$ cat config.mk
export PLATFORM = sky130hd
export DESIGN_NAME = mult_div_unit
export DESIGN_NICKNAME = d
export VERILOG_FILES = /design/src/rtl/mult_div_pkg.sv /design/src/rtl/mult_div_unit.sv
export SDC_FILE = /design/constraint.sdc
export NUM_CORES = 1
export LEC_CHECK = 0
export ABC_AREA = 1
export CAP_MARGIN = 30
export CORE_ASPECT_RATIO = 0.9
export CORE_MARGIN = 3
export CORE_UTILIZATION = 38
export CTS_CLUSTER_SIZE = 16
export DETAILED_ROUTE_END_ITERATION = 10
export GPL_TIMING_DRIVEN = 0
export SETUP_SLACK_MARGIN = 0.05
export SYNTH_ARGS = -nofsm -noshare
export SYNTH_HDL_FRONTEND = slang
export SYNTH_SLANG_ARGS = --single-unit
$ cat constraint.sdc
create_clock -name clk -period 6.4 [get_ports clk]
set_input_delay 1.28 -clock clk [delete_from_list [all_inputs] [get_ports clk]]
set_output_delay 1.28 -clock clk [all_outputs]
set_load 0.01 [all_outputs]
$ cat src/rtl/mult_div_pkg.sv
// ---------------------------------------------------------------------------
// mult_div_pkg
// Shared definitions for the multiply/divide unit and the control unit that
// drives it: the two-bit operation encoding and the unit's state encoding.
// Ports: none (package only).
// ---------------------------------------------------------------------------
package mult_div_pkg;

   // Operation codes as presented on the Op input of the unit.
   typedef enum logic [1:0] {
      OP_MULTU = 2'b00,
      OP_DIVU  = 2'b01,
      OP_MTHI  = 2'b10,
      OP_MTLO  = 2'b11
   } op_e;

   // Sequencer states; MUL and DIV are the only busy states.
   typedef enum logic [1:0] {
      ST_IDLE = 2'b00,
      ST_MUL  = 2'b01,
      ST_DIV  = 2'b10,
      ST_DONE = 2'b11
   } state_e;

   // True for the iterative operations, which run for WIDTH cycles and own
   // the divide-by-zero flag.
   function automatic logic isLongOp(input op_e op);
      return (op == OP_MULTU) || (op == OP_DIVU);
   endfunction

endpackage

$ cat src/rtl/mult_div_unit.sv
// ---------------------------------------------------------------------------
// mult_div_unit
// Iterative unsigned multiply / restoring divide unit with HI/LO registers.
// MULTU and DIVU take WIDTH cycles each through one shared WIDTH+1-bit
// adder/subtractor; MTHI/MTLO write HI or LO directly at the accepting edge.
// Ports:
//   clk        rising-edge clock
//   Reset      asynchronous active-high reset
//   Start      request pulse, only looked at while not busy
//   Op         operation select (MULTU, DIVU, MTHI, MTLO)
//   OperandA   multiplicand, dividend or move data
//   OperandB   multiplier or divisor
//   Hi, Lo     architectural HI/LO registers
//   Busy       iteration in progress
//   Done       one-cycle completion pulse for MULTU/DIVU
//   DivByZero  last DIVU had a zero divisor
// ---------------------------------------------------------------------------
module mult_div_unit
   import mult_div_pkg::*;
#(
   parameter int WIDTH = 32
) (
   input  logic             clk,
   input  logic             Reset,
   input  logic             Start,
   input  logic [1:0]       Op,
   input  logic [WIDTH-1:0] OperandA,
   input  logic [WIDTH-1:0] OperandB,
   output logic [WIDTH-1:0] Hi,
   output logic [WIDTH-1:0] Lo,
   output logic             Busy,
   output logic             Done,
   output logic             DivByZero
);

   localparam int CntW = $clog2(WIDTH + 1);
   localparam logic [CntW-1:0] LastCount = CntW'(WIDTH - 1);

   state_e           state;
   state_e           nextState;
   op_e              opSel;
   logic             accept;
   logic             lastStep;
   logic [CntW-1:0]  count;
   logic [WIDTH-1:0] operandReg;
   logic [WIDTH-1:0] accHi;
   logic [WIDTH-1:0] accLo;
   logic [WIDTH:0]   addA;
   logic [WIDTH:0]   addB;
   logic             carryIn;
   logic [WIDTH+1:0] addSum;
   logic [WIDTH-1:0] nextHi;
   logic [WIDTH-1:0] nextLo;

   assign opSel    = op_e'(Op);
   assign accept   = Start && ((state == ST_IDLE) || (state == ST_DONE));
   assign lastStep = ((state == ST_MUL) || (state == ST_DIV)) && (count == LastCount);

   // State register; reset drops straight back to IDLE and so aborts any
   // operation in flight.
   always_ff @(posedge clk or posedge Reset) begin
      if (Reset) begin
         state <= ST_IDLE;
      end else begin
         state <= nextState;
      end
   end

   // Next-state logic. A request is only seen from IDLE or DONE, so a Start
   // during an iteration is simply dropped. Accepting from DONE chains the
   // next operation with no idle gap.
   always_comb begin
      nextState = state;
      case (state)
         ST_IDLE, ST_DONE: begin
            nextState = ST_IDLE;
            if (Start) begin
               case (opSel)
                  OP_MULTU: nextState = ST_MUL;
                  OP_DIVU:  nextState = ST_DIV;
                  default:  nextState = ST_IDLE;
               endcase
            end
         end
         ST_MUL, ST_DIV: begin
            if (lastStep) begin
               nextState = ST_DONE;
            end
         end
         default: nextState = ST_IDLE;
      endcase
   end

   // Status outputs are pure decodes of the state.
   always_comb begin
      Busy = 1'b0;
      Done = 1'b0;
      case (state)
         ST_MUL, ST_DIV: Busy = 1'b1;
         ST_DONE:        Done = 1'b1;
         default: ;
      endcase
   end

   // The single shared adder. In MUL it adds the multiplicand into the upper
   // accumulator when the current multiplier bit is set. In DIV it subtracts
   // the divisor (add of the inverted value plus one) from the partial
   // remainder shifted left by one with the next dividend bit; the carry out
   // of that subtraction is the new quotient bit (1 means no borrow).
   always_comb begin
      addA    = {1'b0, accHi};
      addB    = '0;
      carryIn = 1'b0;
      if (state == ST_DIV) begin
         addA    = {accHi, accLo[WIDTH-1]};
         addB    = ~{1'b0, operandReg};
         carryIn = 1'b1;
      end else if (accLo[0]) begin
         addB = {1'b0, operandReg};
      end
      addSum = {1'b0, addA} + {1'b0, addB} + {{(WIDTH + 1){1'b0}}, carryIn};
   end

   // Next accumulator values for one iteration. Multiply shifts the
   // {upper, multiplier} pair right by one with the sum entering at the top.
   // Divide shifts the quotient bit into the low word and keeps either the
   // difference or, on a borrow, the shifted remainder (the restore step).
   // A zero divisor never borrows, which yields an all-ones quotient and a
   // remainder equal to the dividend with no extra logic.
   always_comb begin
      nextHi = accHi;
      nextLo = accLo;
      if (state == ST_MUL) begin
         nextHi = addSum[WIDTH:1];
         nextLo = {addSum[0], accLo[WIDTH-1:1]};
      end else if (state == ST_DIV) begin
         nextLo = {accLo[WIDTH-2:0], addSum[WIDTH+1]};
         nextHi = addSum[WIDTH+1] ? addSum[WIDTH-1:0] : addA[WIDTH-1:0];
      end
   end

   // Datapath registers. Operands are captured at acceptance so later changes
   // on the inputs are ignored. Hi/Lo are only written by the move
   // operations or on the final iteration, so partial results stay hidden.
   always_ff @(posedge clk or posedge Reset) begin
      if (Reset) begin
         count      <= '0;
         operandReg <= '0;
         accHi      <= '0;
         accLo      <= '0;
         Hi         <= '0;
         Lo         <= '0;
         DivByZero  <= 1'b0;
      end else if (accept) begin
         count <= '0;
         if (isLongOp(opSel)) begin
            DivByZero <= 1'b0;
         end
         case (opSel)
            OP_MULTU: begin
               operandReg <= OperandA;
               accHi      <= '0;
               accLo      <= OperandB;
            end
            OP_DIVU: begin
               operandReg <= OperandB;
               accHi      <= '0;
               accLo      <= OperandA;
            end
            OP_MTHI: Hi <= OperandA;
            default: Lo <= OperandA;
         endcase
      end else if ((state == ST_MUL) || (state == ST_DIV)) begin
         count <= count + 1'b1;
         accHi <= nextHi;
         accLo <= nextLo;
         if (lastStep) begin
            Hi <= nextHi;
            Lo <= nextLo;
            if (state == ST_DIV) begin
               DivByZero <= (operandReg == '0);
            end
         end
      end
   end

endmodule

==> metrics.log, run 1 <==
[metrics] status: completed
[metrics] register-to-register setup slack: 1200 ps
[metrics] placeable core region: 31200 um^2
[metrics] Top-Level Pins: 136
[metrics] ranking of synthesized cells by instance count: nand2_1 (396), nor2_1 (233), o21ai_0 (213)
[metrics] total congestion overflow: 0
[metrics] Syn-to-layout area delta: 20.4%
[metrics] cells after synthesis: 1809
[metrics] clk root buf: clkbuf_16
[metrics] Setup Buffers After CTS: 0
[metrics] Gates resized, CTS repair: 0
[metrics] Warnings, synthesis: 0
[metrics] H-tree depth: 4
[metrics] Cell Area, Synth: 12100 um^2
[metrics] setup repair after global routing missed its margin: no
[metrics] time the final worst path needs with I/O delays and setup: 5200 ps
[metrics] switching component of the power: 2.52 mW
[metrics] Inserted Diodes: 0
[metrics] Antenna Violating Nets Remaining: 0
[metrics] CP endpoint kind: flop
[metrics] vertical die dimension: 176 um
[metrics] number of placement rows: 61
[metrics] Buf/Inv on CP: 8
[metrics] Net Count, Synth: 1915
[metrics] DRC: 0
[metrics] cell area reported after detailed placement: 14000 um^2
[metrics] top cell type by total area after synthesis: dfrtp_1
[metrics] number of buffers on the longest clock path: 2
[metrics] fin area: 14600 um^2
[metrics] vias in the first global route: 12556
[metrics] slowest cell delay on critical path: 580 ps
[metrics] kind of start point of the critical path: flop
[metrics] sw frac: 44.4%
[metrics] static power due to leakage: 6.48 nW
[metrics] Synth Flop Type: dfrtp_1
[metrics] Clk pwr share: 18.5%
[metrics] combinational fraction of design power: 49.2%
[metrics] total count of max-transition violations in the final report: 0
[metrics] final weighted congestion in routability-driven placement: 0.941
[metrics] portion of synthesized cell area occupied by the leading cell type: 34.9%
[metrics] horizontal die dimension: 194 um
[metrics] first-pass detailed-route iteration total: 6
[metrics] cell breakdown of the critical path: inv_1 -> ha_1 -> buf_2 -> inv_2 -> clkbuf_1 -> clkbuf_1 -> clkbuf_1 -> nand2_1 -> nand2_1 -> ha_1 -> a21oi_1 -> o21ai_0 -> a21oi_1 -> inv_1 -> a31oi_2 -> nand2_8 -> inv_1 -> nand3_1 -> nand3_1 -> nand2_1 -> a21oi_1
[metrics] count of nets after finishing: 2070
[metrics] clk sink count: 169
[metrics] Final Total Pwr: 5.67 mW
[metrics] Clock Latency Late Sink: 440 ps
[metrics] routed via count divided by cell count: 5.69
[metrics] portion of total power attributed to sequential cells: 32.3%
[metrics] Arrival @ worst endpoint: 5570 ps
[metrics] global-route wire length before repair: 74400 um
[metrics] leading post-synthesis cells by cell area: dfrtp_1 (35%), nand2_1 (12%), o21ai_0 (8.8%), nor2_1 (7.2%), a21oi_1 (7.2%)
[metrics] core utilization of the finished layout: 46.8%
[metrics] post-synthesis sequential element count: 169
[metrics] share of flip-flops with an asynchronous set or reset: 100%
[metrics] Port Buffer Count: 135
[metrics] Internal: 3.15 mW
[metrics] sequential area share after synthesis: 34.9%
[metrics] fin crit share: 81.3%
[metrics] setup TNS: 0 ps
[metrics] clock transition time at the flip-flop clock pins of the worst setup and hold paths: 70 ps
[metrics] number of failing setup endpoints in the final timing report: 0
[metrics] CP Data Required Time: 6760 ps
[metrics] DP HPWL: 38500 um
[metrics] number of DRC markers in iteration 0: 1556
[metrics] worst-margin pin slew: 981 ps
[metrics] biggest fanout along the worst timing path: 10
[metrics] type of the tightest min-delay check: reg2reg
[metrics] starting density of the core: 38.9%
[metrics] final hold viol count: 0
[metrics] routed length per placed instance: 20.5 um
[metrics] TritonCTS clock tree: built
[metrics] pin count of the biggest net entering global routing: 86
[metrics] dominant cell by count in the synthesized netlist: nand2_1
[metrics] maxcap violations: 0
[metrics] total power density per cell area: 388 nW/um^2
[metrics] vias: 13587
[metrics] die footprint: 34100 um^2
[metrics] worst-case clock skew: 8.85 ps
[metrics] layout cells sized above 1: 4.00%
[metrics] Yosys cell types: 43
[metrics] peak ir drop on the vdd network: 0.237 mV
[metrics] GRT Overall Usage: 28.0%
[metrics] count of filler cells inserted in the layout: 3219
[metrics] antenna violations before repair: 0
[metrics] Post-Synthesis Mean Instance Area: 6.71 um^2
[metrics] highest clock frequency the design can meet: 192 MHz
[metrics] start-to-end type of the worst setup path: reg2reg
[metrics] cell family contributing the most delay on the critical path: buffers and inverters
[metrics] number of clock buffers inserted by TritonCTS: 17
[metrics] Hold-fix buffers, CTS: 0
[metrics] worst relative slew slack: 34.3%
[metrics] slowest library cell on the worst path: clkbuf_1
[metrics] wire length after detailed routing: 48800 um
[metrics] number of flops mapped to enable cells by yosys: 0
## cells by family (layout without fill, tap and decap cells)
logic type	after synthesis	count (layout)	synth area share [%]
compound gates	563	563	26.0
simple gates	753	753	25.1
buf+inv	266	434	8.71
flops	169	169	34.9
fa+ha+maj	37	37	3.82
mux	1	1	0.0928
xor+xnor	20	20	1.44
## state kept, by name, summed over array words and instances (netlist names)
name        count
Hi             32
state           2
Lo             32
accLo          32
operandReg     32
count           6
accHi          32
DivByZero       1
## layout by cell type, fill, tap and decap left out, types with 3 or more instances in the layout
| cell | netlist | layout |
|---|---|---|
| o21ai_0 | 213 | 213 |
| o21bai_1 | 6 | 6 |
| clkinvlp_4 | 0 | 3 |
| inv_2 | 4 | 4 |
| buf_1 | 7 | 7 |
| buf_6 | 4 | 4 |
| clkbuf_16 | 0 | 17 |
| a21oi_1 | 174 | 174 |
| buf_2 | 5 | 5 |
| clkbuf_1 | 91 | 93 |
| inv_1 | 151 | 150 |
| nor3_1 | 15 | 15 |
| a31oi_1 | 70 | 70 |
| clkdlybuf4s50_1 | 0 | 135 |
| xnor2_1 | 3 | 3 |
| o211ai_1 | 8 | 8 |
| nand3_1 | 84 | 84 |
| xor2_1 | 17 | 17 |
| o22ai_1 | 23 | 23 |
| a21o_1 | 7 | 7 |
| o211ai_2 | 18 | 18 |
| nand4_1 | 10 | 10 |
| clkinv_2 | 0 | 5 |
| ha_1 | 37 | 37 |
| o21ai_1 | 36 | 36 |
| nor2_1 | 233 | 233 |
| nand2_2 | 3 | 3 |
| dfrtp_1 | 169 | 169 |
| nand2_1 | 396 | 396 |
## worst paths after layout
kind                            startpoint        end  cells past startpoint
worst max-delay path              state[0]     Hi[19]                     21
worst min-delay path             accHi[22]  accHi[22]                      2
worst max register to register    state[0]     Hi[19]                     21
worst min register to register   accHi[22]  accHi[22]                      2
max in group asynchronous            Reset      Hi[4]                      3
min in group asynchronous            Reset     Lo[21]                      2
## power groups by stage
stage	Combinational (mW)	Clock (mW)	Sequential [mW]
2_1_floorplan	1.66	0	1.81
5_1_grt	3.11	1.10	1.88
4_1_cts	2.77	1.06	1.82
6_report	2.79	1.05	1.83
3_3_place_gp	2.72	0	1.83
3_5_place_dp	2.75	0	1.84
## worst min-delay path, delay by kind of cell (launching register included)
| family | cells | cell delay [ps] |
|---|---|---|
| and+or+nand+nor | 1 | 60 |
| AOI/OAI and AO/OA | 1 | 60 |
| DFF | 1 | 370 |
## stage by stage
step           hold WS, ps  setup slack, ps  instances
2_1_floorplan          471              545       1809
3_3_place_gp           501            -2210       2353
3_5_place_dp           506             1350       2354
4_1_cts                515             1310       2386
5_1_grt                534              946       2386
6_report               519             1200       2386
## layer usage
| layer | track usage [%] | part of all wire (%) | wire, um |
|---|---|---|---|
| met5 | 0 | 0 | 0 |
| met4 | 8.47 | 2.9 | 1430 |
| met3 | 5.52 | 9.1 | 4460 |
| met2 | 41.9 | 43 | 20800 |
| met1 | 41.0 | 45 | 22200 |
## final cells by class
| cell class | instances | area, um^2 | share of cell area, % |
|---|---|---|---|
| Inverter | 157 | 597 | 4.09 |
| Tap cell | 409 | 512 | 3.50 |
| Buffer | 109 | 468 | 3.20 |
| Clock inverter | 12 | 125 | 0.857 |
| Timing Repair Buffer | 136 | 1380 | 9.44 |
| Clock buffer | 20 | 447 | 3.06 |
| Multi-Input combinational cell | 1374 | 6850 | 46.9 |
| Sequential cell | 169 | 4230 | 29.0 |
No activity file was read; power rests on OpenSTA's default activity.
==> run 2: changes to the inputs <==
Clock period 6.4 ns to 4.35 ns, I/O delays scaled along.
==> metrics.log, run 2 (synthesized netlist as in run 1, its figures left out) <==
[metrics] footprint of the flip-flops and latches: 4230 um^2 (unchanged)
[metrics] antenna violations before repair: 0 (unchanged)
[metrics] total power density per cell area: 568 nW/um^2 (+46%)
[metrics] CP endpoint kind: flop
[metrics] setup repair after global routing missed its margin: no
[metrics] Port Buffer Count: 135 (unchanged)
[metrics] setup TNS: 0 ps (unchanged)
[metrics] final weighted congestion in routability-driven placement: 0.938 (-0.35%)
[metrics] DRC: 0 (unchanged)
[metrics] clock transition time at the flip-flop clock pins of the worst setup and hold paths: 70 ps (about the same)
[metrics] clk root buf: clkbuf_16
[metrics] cell family contributing the most delay on the critical path: buffers and inverters
[metrics] layout cells sized above 1: 5.35% (+1.4 points)
[metrics] multi-input combinational cell area: 6900 um^2 (+0.69%)
[metrics] worst slack at placement: -643 ps (-2000 ps)
[metrics] worst hold slack: 520 ps (+0.799 ps)
[metrics] biggest fanout along the worst timing path: 10 (unchanged)
[metrics] global-route wire length before repair: 74900 um (+0.77%)
[metrics] peak ir drop on the vdd network: 0.343 mV (+45%)
[metrics] number of failing setup endpoints in the final timing report: 0 (unchanged)
[metrics] GRT Overall Usage: 28.2% (+0.15 points)
[metrics] vias in the first global route: 12760 (+1.6%)
[metrics] Antenna Violating Nets Remaining: 0 (unchanged)
[metrics] Syn-to-layout area delta: 21.5%
[metrics] most frequent standard cell in the layout excluding fill and tap cells: nand2_1
[metrics] number of clock buffers inserted by TritonCTS: 17 (unchanged)
[metrics] leading cell types in the layout, fill and taps excluded: nand2_1 (396), nor2_1 (233), o21ai_0 (211)
[metrics] highest clock frequency the design can meet: 245 MHz (+27%)
[metrics] Clock Latency Late Sink: 450 ps (about the same)
[metrics] Hold-fix buffers, CTS: 0 (unchanged)
[metrics] cell breakdown of the critical path: inv_1 -> ha_1 -> buf_2 -> buf_4 -> clkbuf_2 -> nand2_1 -> o21ai_0 -> ha_1 -> a21oi_1 -> o21ai_0 -> a21oi_1 -> inv_1 -> a31oi_4 -> nand2_8 -> clkinvlp_4 -> nand3_1 -> nand3_1 -> nand2_1 -> a21oi_1
[metrics] type of the tightest min-delay check: reg2reg
[metrics] count of filler cells inserted in the layout: 3192 (-0.84%)
[metrics] TritonCTS clock tree: built
[metrics] slowest cell delay on critical path: 440 ps (-140 ps)
[metrics] die footprint: 34100 um^2 (unchanged)
[metrics] worst-margin pin slew: 1070 ps (+89.4 ps)
[metrics] first-pass detailed-route iteration total: 9 (+3)
[metrics] routed via count divided by cell count: 5.64 (-1.0%)
[metrics] number of standard cells in the layout, taps in and fillers out: 2390 (+0.17%)
[metrics] total congestion overflow: 0 (unchanged)
[metrics] PnR worst setup slack: 266 ps (-932 ps)
[metrics] Buf/Inv on CP: 6 (-2)
[metrics] time the final worst path needs with I/O delays and setup: 4080 ps (-1120 ps)
[metrics] number of buffers on the longest clock path: 2 (unchanged)
[metrics] vertical die dimension: 176 um (unchanged)
[metrics] total count of max-transition violations in the final report: 0 (unchanged)
[metrics] start-to-end type of the worst setup path: reg2reg
[metrics] Top cell by count, worst path: a21oi_1
[metrics] final hold viol count: 0 (unchanged)
[metrics] maxcap violations: 0 (unchanged)
[metrics] pin count of the biggest net entering global routing: 39 (-55%)
[metrics] worst-case clock skew: 9.08 ps (+0.232 ps)
[metrics] kind of start point of the critical path: flop
[metrics] number of DRC markers in iteration 0: 1584 (+1.8%)
[metrics] starting density of the core: 38.9% (unchanged)
[metrics] DP HPWL: 38900 um (+1.1%)
[metrics] routed length per placed instance: 20.6 um (+0.69%)
[metrics] count of nets after finishing: 2074 (+0.19%)
[metrics] DP Cell Count: 2357 (+0.13%)
[metrics] horizontal die dimension: 194 um (unchanged)
[metrics] CP Data Required Time: 4720 ps (-2040 ps)
[metrics] Inserted Diodes: 0 (unchanged)
[metrics] wire length after detailed routing: 49200 um (+0.86%)
[metrics] vias: 13473 (-0.84%)
[metrics] status: completed
[metrics] static power due to leakage: 6.55 nW (+1.1%)
[metrics] fin crit share: 93.9% (+13 points)
[metrics] number of placement rows: 61 (unchanged)
[metrics] clk sink count: 169 (unchanged)
[metrics] H-tree depth: 4 (unchanged)
[metrics] slowest library cell on the worst path: clkbuf_2
[metrics] Arrival @ worst endpoint: 4450 ps (-1120 ps)
[metrics] worst relative slew slack: 28.4% (-6.0 points)
[metrics] placeable core region: 31200 um^2 (unchanged)
[metrics] Top-Level Pins: 136 (unchanged)
run 2: what timing repair did:
action	in CTS	in global routing
pin swaps	0	1
resized for setup	12	26
endpoints found under the setup margin	66	66
buffers inserted	0	2
run 2: path summary, 6_finish.rpt:
path | depth (start not counted) | start | end | slack [ps]
worst max-delay path | 19 | state[0] | Hi[19] | 270
worst min-delay path | 1 | count[0] | count[0] | 520
worst max register to register | 19 | state[0] | Hi[19] | 270
worst min register to register | 1 | count[0] | count[0] | 520
max in group asynchronous | 5 | Reset | Hi[3] | 2210
min in group asynchronous | 2 | Reset | Lo[22] | 930
run 2: final cells by class:
| class | instances | share of cell area (%) |
|---|---|---|
| multi-input combinational | 1374 | 46.8 |
| inverter | 157 | 4.07 |
| sequential | 169 | 28.7 |
| buffer | 108 | 3.32 |
| tap | 409 | 3.47 |
| clock buffer | 17 | 2.89 |
| clock inverter | 15 | 0.959 |
| timing repair buffer | 141 | 9.81 |
run 2: through the flow:
stage | area (um^2) | total power, mW | util [%]
2_1_floorplan | 12100 | 5.11 | -
3_3_place_gp | 14000 | 6.70 | 44.9
3_5_place_dp | 14100 | 6.77 | 45.1
4_1_cts | 14700 | 8.31 | 47.0
5_1_grt | 14700 | 8.98 | 47.2
6_report | 14700 | 8.38 | 47.2
run 2: metal layers:
metal  wire length [um]  vias to the layer above  global-route usage [%]
met4               1140                        2                    7.51
met5                 55                        -                    1.28
li1                   -                     6405                       -
met3               4300                       63                    5.33
met2              21100                      623                    42.4
met1              22600                     6380                    41.5
run 2: where the power goes:
group / total (mW) / switching (mW) / internal (mW)
Sequential: 2.69 / 0.528 / 2.16
Combinational: 4.15 / 2.52 / 1.63
Clock: 1.53 / 0.729 / 0.802
Total: 8.38 / 3.78 / 4.60
==> run 3: changes to the inputs <==
==> constraint.sdc (replaced) <==
create_clock -name clk -period 3.66 [get_ports clk]
set_input_delay 0.549 -clock clk [delete_from_list [all_inputs] [get_ports clk]]
set_output_delay 0.549 -clock clk [all_outputs]
set_load 0.01 [all_outputs]
==> metrics.log, run 3 (synthesized netlist as in run 1, its figures left out) <==
[metrics] Antenna Violating Nets Remaining: 0 (unchanged)
[metrics] worst-margin pin slew: 1030 ps (-44.2 ps)
[metrics] number of buffers on the longest clock path: 2 (unchanged)
[metrics] status: finished, violations left
[metrics] CP Data Required Time: 3970 ps (-750 ps)
[metrics] biggest fanout along the worst timing path: 10 (unchanged)
[metrics] number of standard cells in the layout, taps in and fillers out: 2405 (+0.63%)
[metrics] static power due to leakage: 6.71 nW (+2.5%)
[metrics] antenna violations before repair: 0 (unchanged)
[metrics] die footprint: 34100 um^2 (unchanged)
[metrics] highest clock frequency the design can meet: 288 MHz (+17%)
[metrics] setup repair after global routing missed its margin: yes
[metrics] fin crit share: 95.0% (+1.1 points)
[metrics] clk root buf: clkbuf_16
[metrics] number of failing setup endpoints in the final timing report: 0 (unchanged)
[metrics] peak ir drop on the vdd network: 0.405 mV (+18%)
[metrics] clock transition time at the flip-flop clock pins of the worst setup and hold paths: 70 ps (about the same)
[metrics] Final Total Pwr: 10.4 mW (+24%)
[metrics] type of the tightest min-delay check: reg2reg
[metrics] leading cell types in the layout, fill and taps excluded: nand2_1 (371), nor2_1 (226), o21ai_0 (181)
[metrics] multi-input combinational cell area: 7360 um^2 (+6.8%)
[metrics] total count of max-transition violations in the final report: 0 (unchanged)
[metrics] vertical die dimension: 176 um (unchanged)
[metrics] layout cells sized above 1: 10.6% (+5.2 points)
[metrics] first-pass detailed-route iteration total: 9 (unchanged)
[metrics] cell area reported after detailed placement: 14100 um^2 (unchanged)
[metrics] final weighted congestion in routability-driven placement: 0.938 (unchanged)
[metrics] worst-case clock skew: 10.4 ps (+1.35 ps)
[metrics] count of filler cells inserted in the layout: 3107 (-2.7%)
[metrics] clk sink count: 169 (unchanged)
[metrics] footprint of the flip-flops and latches: 4230 um^2 (about the same)
[metrics] pin count of the biggest net entering global routing: 39 (unchanged)
[metrics] vias in the first global route: 12852 (+0.72%)
[metrics] total congestion overflow: 0 (unchanged)
[metrics] count of nets after finishing: 2089 (+0.72%)
[metrics] routed via count divided by cell count: 5.65 (+0.25%)
[metrics] DP HPWL: 38900 um (unchanged)
[metrics] violations in the final reports: DRC
[metrics] horizontal die dimension: 194 um (unchanged)
[metrics] Arrival @ worst endpoint: 3780 ps (-670 ps)
[metrics] starting density of the core: 38.9% (unchanged)
[metrics] Inserted Diodes: 0 (unchanged)
[metrics] maxcap violations: 0 (unchanged)
[metrics] number of DRC markers in iteration 0: 1598 (+0.88%)
[metrics] number of placement rows: 61 (unchanged)
[metrics] PnR worst setup slack: 184 ps (-82.2 ps)
[metrics] Syn-to-layout area delta: 27.1%
[metrics] most frequent standard cell in the layout excluding fill and tap cells: nand2_1
[metrics] number of clock buffers inserted by TritonCTS: 17 (unchanged)
[metrics] GRT Overall Usage: 28.3% (+0.16 points)
[metrics] H-tree depth: 4 (unchanged)
[metrics] TritonCTS clock tree: built
[metrics] final hold viol count: 0 (unchanged)
[metrics] routed length per placed instance: 20.7 um (+0.33%)
[metrics] worst slack at placement: -1330 ps (-690 ps)
[metrics] worst relative slew slack: 31.3% (+3.0 points)
[metrics] DRC: 2 (+2)
[metrics] time the final worst path needs with I/O delays and setup: 3480 ps (-608 ps)
[metrics] setup TNS: 0 ps (unchanged)
[metrics] vias: 13591 (+0.88%)
[metrics] global-route wire length before repair: 75400 um (+0.65%)
[metrics] register-to-register setup slack: 180 ps (-80 ps)
[metrics] Top-Level Pins: 136 (unchanged)
[metrics] wire length after detailed routing: 49700 um (+0.96%)
[metrics] fin area: 15400 um^2 (+4.6%)
[metrics] total power density per cell area: 673 nW/um^2 (+18%)
[metrics] CP endpoint kind: flop
[metrics] Clock Latency Late Sink: 440 ps (about the same)
[metrics] worst hold slack: 520 ps (+0.0630 ps)
[metrics] core utilization of the finished layout: 49.4% (+2.2 points)
[metrics] Port Buffer Count: 135 (unchanged)
[metrics] DP Cell Count: 2357 (unchanged)
[metrics] placeable core region: 31200 um^2 (unchanged)
[metrics] kind of start point of the critical path: flop
[metrics] start-to-end type of the worst setup path: reg2reg
==> run 3: layout make-up <==
class	count	area share [%]
buffer	108	3.76
clock buffer	17	2.76
clock inverter	15	0.917
inverter	157	3.90
multi-input combinational	1374	47.7
sequential	169	27.4
tap	409	3.32
timing repair buffer	156	10.2
==> run 3: layer usage <==
| layer | vias to the layer above | GRT usage (%) | wire, um | part of all wire [%] |
|---|---|---|---|---|
| met5 | - | 1.28 | 55 | 0.11 |
| met4 | 2 | 7.24 | 1080 | 2.2 |
| met3 | 68 | 6.29 | 4210 | 8.5 |
| met2 | 638 | 42.8 | 21400 | 43 |
| met1 | 6441 | 41.2 | 22900 | 46 |
| li1 | 6442 | - | - | - |
==> run 3: worst paths after layout <==
kind	cells past startpoint	start	end
setup / recovery	22	state[0]	accHi[24]
hold / removal	1	count[0]	count[0]
setup reg to reg	22	state[0]	accHi[24]
hold reg to reg	1	count[0]	count[0]
max in group asynchronous	5	Reset	Hi[3]
min in group asynchronous	2	Reset	Lo[22]
==> run 3: what timing repair did <==
| item | CTS | global route |
|---|---|---|
| hold buffers | 0 | 0 |
| gates cloned | 0 | 0 |
| pin swaps | 6 | 19 |
| resized for setup | 80 | 115 |
| setup buffers | 7 | 10 |
| setup endpoints to repair | 66 | 66 |
==> run 3: critical path: stages, from the launching register on <==
cell and delay (ps):
dfrtp_1 400, inv_2 100, ha_4 190, inv_2 50, buf_6 130, clkbuf_2 200
nand3_1 100, o21ai_1 160, ha_2 430, nand2_1 150, nor2_4 140, inv_1 100
nor2_2 130, inv_2 80, nor2_4 110, nand2_4 100, nand2_8 130, clkinvlp_4 150
buf_12 160, nand3_1 60, nand3_1 70, nand2_1 110, o21ai_1 70
==> run 3: where the power goes <==
part	switching (mW)	internal (mW)
clock network	0.866	0.953
logic	3.17	2.19
registers	0.632	2.57
